**src/rtl/ls11_bist_pkg.sv**
```systemverilog
// Shared types, sizes and golden-response helper for the SN74LS11 self-test.
package ls11_bist_pkg;

  localparam int unsigned NUM_PATTERNS = 8;
  localparam int unsigned NUM_GATES    = 3;
  localparam int unsigned PAT_W        = 3;
  localparam int unsigned DRV_W        = NUM_GATES * PAT_W;
  localparam int unsigned CNT_W        = 4;

  typedef enum logic [2:0] {
    IDLE,
    APPLY,
    SETTLE,
    CHECK,
    DONE
  } state_t;

  // Gate1 sees p, gate2 sees rotl(p) (same AND), gate3 sees ~p (AND is 1 only for p==0).
  function automatic logic [NUM_GATES-1:0] ls11_expected(input logic [PAT_W-1:0] p);
    return {(p == '0), &p, &p};
  endfunction

endpackage

```
**src/rtl/ls11_pattern_gen.sv**
```systemverilog
// Maps a pattern index to the nine gate inputs and the three expected gate outputs.
module ls11_pattern_gen
  import ls11_bist_pkg::*;
(
  input  logic [PAT_W-1:0]     p,
  output logic [DRV_W-1:0]     drv_c,
  output logic [NUM_GATES-1:0] exp_c
);

  // Distinct per-gate transforms so a cross-wired input shows up as a mismatch.
  always_comb begin
    drv_c = {~p, p[PAT_W-2:0], p[PAT_W-1], p};
    exp_c = ls11_expected(p);
  end

endmodule

```
**src/rtl/ls11_bist_ctrl.sv**
```systemverilog
// Self-test sequencer: walks 8 patterns through an SN74LS11 and records per-gate failures.
module ls11_bist_ctrl
  import ls11_bist_pkg::*;
#(
  parameter int unsigned SETTLE_CYCLES = 4
) (
  input  logic                 clk,
  input  logic                 rst,
  input  logic                 in_start,
  input  logic [NUM_GATES-1:0] in_y,
  output logic [DRV_W-1:0]     out_drv,
  output logic                 out_busy,
  output logic                 out_done,
  output logic                 out_pass,
  output logic [NUM_GATES-1:0] out_fail_mask,
  output logic [PAT_W-1:0]     out_first_fail,
  output logic [PAT_W-1:0]     out_pattern
);

  localparam logic [PAT_W-1:0] LAST_PAT = PAT_W'(NUM_PATTERNS - 1);

  // Settle counter is CNT_W bits wide, so the interval must fit in 1..15.
  generate
    if (SETTLE_CYCLES < 1 || SETTLE_CYCLES > 15) begin : g_bad_settle
      $error("ls11_bist_ctrl: SETTLE_CYCLES must be in 1..15");
    end
  endgenerate

  state_t               state;
  logic [CNT_W-1:0]     settle_cnt;
  logic [DRV_W-1:0]     pat_drv_c;
  logic [NUM_GATES-1:0] pat_exp_c;
  logic [NUM_GATES-1:0] mismatch_c;

  ls11_pattern_gen u_pattern_gen (
    .p     (out_pattern),
    .drv_c (pat_drv_c),
    .exp_c (pat_exp_c)
  );

  // Outputs are driven only from registered out_drv, so in_y is already settled and synchronous.
  assign mismatch_c = in_y ^ pat_exp_c;

  // Sequencer: state, settle counter and all registered outputs.
  always_ff @(posedge clk or posedge rst) begin
    if (rst) begin
      state          <= IDLE;
      settle_cnt     <= '0;
      out_drv        <= '0;
      out_busy       <= 1'b0;
      out_done       <= 1'b0;
      out_pass       <= 1'b0;
      out_fail_mask  <= '0;
      out_first_fail <= '0;
      out_pattern    <= '0;
    end else begin
      out_done <= 1'b0;
      case (state)
        IDLE: begin
          out_drv <= '0;
          if (in_start) begin
            out_fail_mask  <= '0;
            out_first_fail <= '0;
            out_pass       <= 1'b0;
            out_pattern    <= '0;
            out_busy       <= 1'b1;
            state          <= APPLY;
          end
        end
        APPLY: begin
          out_drv    <= pat_drv_c;
          settle_cnt <= CNT_W'(SETTLE_CYCLES - 1);
          state      <= SETTLE;
        end
        SETTLE: begin
          if (settle_cnt == '0) begin
            state <= CHECK;
          end else begin
            settle_cnt <= settle_cnt - 1'b1;
          end
        end
        CHECK: begin
          out_fail_mask <= out_fail_mask | mismatch_c;
          if (mismatch_c != '0 && out_fail_mask == '0) begin
            out_first_fail <= out_pattern;
          end
          if (out_pattern == LAST_PAT) begin
            out_busy <= 1'b0;
            state    <= DONE;
          end else begin
            out_pattern <= out_pattern + 1'b1;
            state       <= APPLY;
          end
        end
        DONE: begin
          out_done <= 1'b1;
          out_pass <= (out_fail_mask == '0);
          out_drv  <= '0;
          state    <= IDLE;
        end
        default: state <= IDLE;
      endcase
    end
  end

endmodule

```
**config.mk**
```make
export PLATFORM = sky130hd
export DESIGN_NAME = ls11_bist_ctrl
export DESIGN_NICKNAME = d
export VERILOG_FILES = /design/src/rtl/ls11_bist_pkg.sv /design/src/rtl/ls11_pattern_gen.sv /design/src/rtl/ls11_bist_ctrl.sv
export SDC_FILE = /design/constraint.sdc
export NUM_CORES = 1
export LEC_CHECK = 0
export ABC_CLOCK_PERIOD_IN_PS = 5000
export CELL_PAD_IN_SITES_DETAIL_PLACEMENT = 1
export CELL_PAD_IN_SITES_GLOBAL_PLACEMENT = 2
export CORE_ASPECT_RATIO = 0.7
export CORE_MARGIN = 2
export CORE_UTILIZATION = 33
export DETAILED_ROUTE_END_ITERATION = 8
export GPL_TIMING_DRIVEN = 0
export PLACE_DENSITY_LB_ADDON = 0.1
export SETUP_SLACK_MARGIN = 0.2
export SYNTH_ARGS = -nofsm -noshare
export SYNTH_HDL_FRONTEND = slang
export SYNTH_SLANG_ARGS = --single-unit
```
**constraint.sdc**
```tcl
create_clock -name clk -period 5 [get_ports clk]
set_input_delay 0.5 -clock clk [delete_from_list [all_inputs] [get_ports clk]]
set_output_delay 0.5 -clock clk [all_outputs]
set_load 0.02 [all_outputs]
```
==> out/metrics.cfg <==
[power]
p_switching_uw=78.33
p_per_area_nw_per_um2=209.6
p_leak_uw=0.0007057
comb_power_share=0.065
ir_drop_v=0.0001540
p_int_uw=270.2
p_sw_frac=0.2247
sequentialPowerShare=0.588
p_clk_frac=0.348

[floorplan]
die_w_um=78.84
io-pin-count=27
die_h_um=56.39
start_util=0.3546
die_area_um2=4445
fp-row-count=18
core_area_um2=3649

[hold_path]
min_path_type=reg2reg

[synth]
async_flop_share=1.000
ys_ff_latch=25
synth-edff-count=0
syn-cell-area_um2=1294
synth_cell_types=37
synth.top_cell.area_share=0.4836
syn_inst=126
syn_avg_cell_area_um2=10.27
synth_area_leaders=dfrtp_1 48%, ha_1 3.9%, a21oi_1 3.1%
syn-num-nets=136
yosysMostFrequentCell=dfrtp_1
yosysSeqAreaShare=0.4836
synth_flop_cell=dfrtp_1
yosysWarnings=0
synthTopCellsByCount=25 x dfrtp_1, 9 x nand2_1, 8 x a21oi_1, 8 x nor2_1, 8 x o21ai_0
synth_largest_area_cell=dfrtp_1

[cells_and_area]
final_nets=167
fillers=425
area_growth_pct=28.53
diodes=0
layout-drive-gt1-share=0.1282

[place]
place_hpwl_um=2248
dp_worst_setup_slack_ns=2.995
place.gp.congestion=0.7265
port_buffers=26

[global_route]
grt_max_degree=26
grt_pass1_wl_um=5099
grt_usage=0.1456
gr-total-overflow=0
antenna_found_initial=0
grt_pass1_vias=1078

[clocking]
clk_pin_slew_ns=0.09
cts_tree=done
clock_tree.buffer_depth=2
hold_buffers=0
cts_sinks=25
clk_latency_ns=0.27
cts_setup_buffers=0
postCtsResizedCells=0
clockRootBuffer=clkbuf_8
ctsHtreeMaxLevel=1
numCtsBuffers=3

[worst_setup_path]
crit_path_max_fanout=7
worstSetupStartpointType=flop
critPathCaptureType=flop
worstPathRequired_ns=5.16
worst-setup-path-type=reg2reg
arrival_ns=2.10

[detailed_routing]
ant_nets=0
drt_first_pass_iters=4
first_iter_violations=45
drc_errors=0
via_count=1008
wl_um=2966
viasPerCell=4.893
wl_per_cell_um=14.40

[sta]
drv_slew=0
setup_tns_ns=0
fmax_mhz=517.2
slew_headroom=0.3564
post-route-min-period_ns=1.934
min_period_over_period=0.3867
fin_skew_ns=0.004347
finalSetupViolations=0
worst_slew_pin_slew_ns=0.9643
rsz0062_at_grt=false
final-hold-violation-count=0
fin_ws_ns=3.066

[run]
cap_violations=0

[status]
status=completed

[cells in the final DEF (no fill, tap or decap), types with 2 or more instances in the layout]
cell type,count
nand2b_1,3
xor2_1,2
and3_1,2
clkdlybuf4s50_1,26
o21ai_0,8
mux2i_1,3
a22o_1,4
clkbuf_1,3
inv_2,2
or3_4,2
buf_4,4
dfrtp_1,25
o22a_1,2
nand3_1,2
a21oi_1,8
a22oi_1,2
xnor2_1,2
nand2_1,9
inv_1,7
nor2b_1,3
clkbuf_8,3
nor2_1,8
ha_1,4
a21o_1,2
nor3_1,5
[sequential cells by signal (all words and copies together) (netlist names)]
name	flops
out_busy	1
out_done	1
out_drv	6
out_fail_mask	3
out_first_fail	3
out_pass	1
out_pattern	3
settle_cnt	4
state	3
[routing by layer]
layer / GRT usage / share of wire
met1: 0.2018 / 0.48
met2: 0.2332 / 0.46
met3: 0.04502 / 0.050
met4: 0.01478 / 0.0034
met5: 0 / 0
[stage by stage]
| step | utilization | std cells | area [µm²] | power (µW) | hold slack (ns) |
|---|---|---|---|---|---|
| final | 0.4558 | 206 | 1663 | 348.5 | 0.5072 |
| after global routing | 0.4558 | 206 | 1663 | 364.6 | 0.5397 |
| after CTS | 0.4558 | 206 | 1663 | 355.0 | 0.5159 |
| after detailed placement | 0.4431 | 202 | 1617 | 231.8 | 0.4982 |
| after global placement | 0.4431 | 202 | 1617 | 231.2 | 0.4663 |
| after floorplan | - | 126 | 1294 | 221.2 | 0.5271 |
[area by class of cell]
type                       instances  area, µm²  area share
buffer                             8      52.55     0.03160
clock buffer                       3      41.29     0.02483
clock inverter                     1      5.005    0.003010
inverter                           9      33.78     0.02032
multi-input combinational         84      581.8      0.3499
sequential                        25      625.6      0.3762
tap                               50      62.56     0.03762
timing repair buffer              26      260.3      0.1565
[path summary, 6_finish.rpt]
check | end | start | slack, ns | cells after the start
max in group asynchronous | out_drv[5] | rst | 3.65 | 2
worst min register to register | out_drv[7] | out_drv[7] | 0.51 | 2
worst max-delay path | out_first_fail[2] | out_pattern[1] | 3.07 | 7
worst max register to register | out_first_fail[2] | out_pattern[1] | 3.07 | 7
min in group asynchronous | out_pattern[2] | rst | 0.77 | 2
worst min-delay path | out_drv[7] | out_drv[7] | 0.51 | 2
[power groups by stage]
stage          sequential, µW  combinational [µW]  clock [µW]
2_1_floorplan             210                10.7           0
3_3_place_gp              209                22.5           0
3_5_place_dp              209                23.3           0
4_1_cts                   205                23.3         127
5_1_grt                   205                25.0         135
6_report                  205                22.5         121
[critical path: stages, from the launching register on]
cell and delay (ns):
dfrtp_1 0.43, ha_1 0.20, ha_1 0.19, buf_6 0.13, or3_4 0.39, nand2_4 0.08
a211oi_4 0.07, mux2_4 0.32
[logic make-up (layout without fill, tap and decap cells)]
| family | Yosys count | count (layout) | synth area share |
|---|---|---|---|
| simple gates | 40 | 40 | 0.1722 |
| compound gates | 31 | 31 | 0.1683 |
| flops | 25 | 25 | 0.4836 |
| buf+inv | 17 | 47 | 0.06674 |
| mux | 5 | 5 | 0.04352 |
| fa+ha+maj | 4 | 4 | 0.03869 |
| xor+xnor | 4 | 4 | 0.02708 |
(Power assumes the default switching activity.)
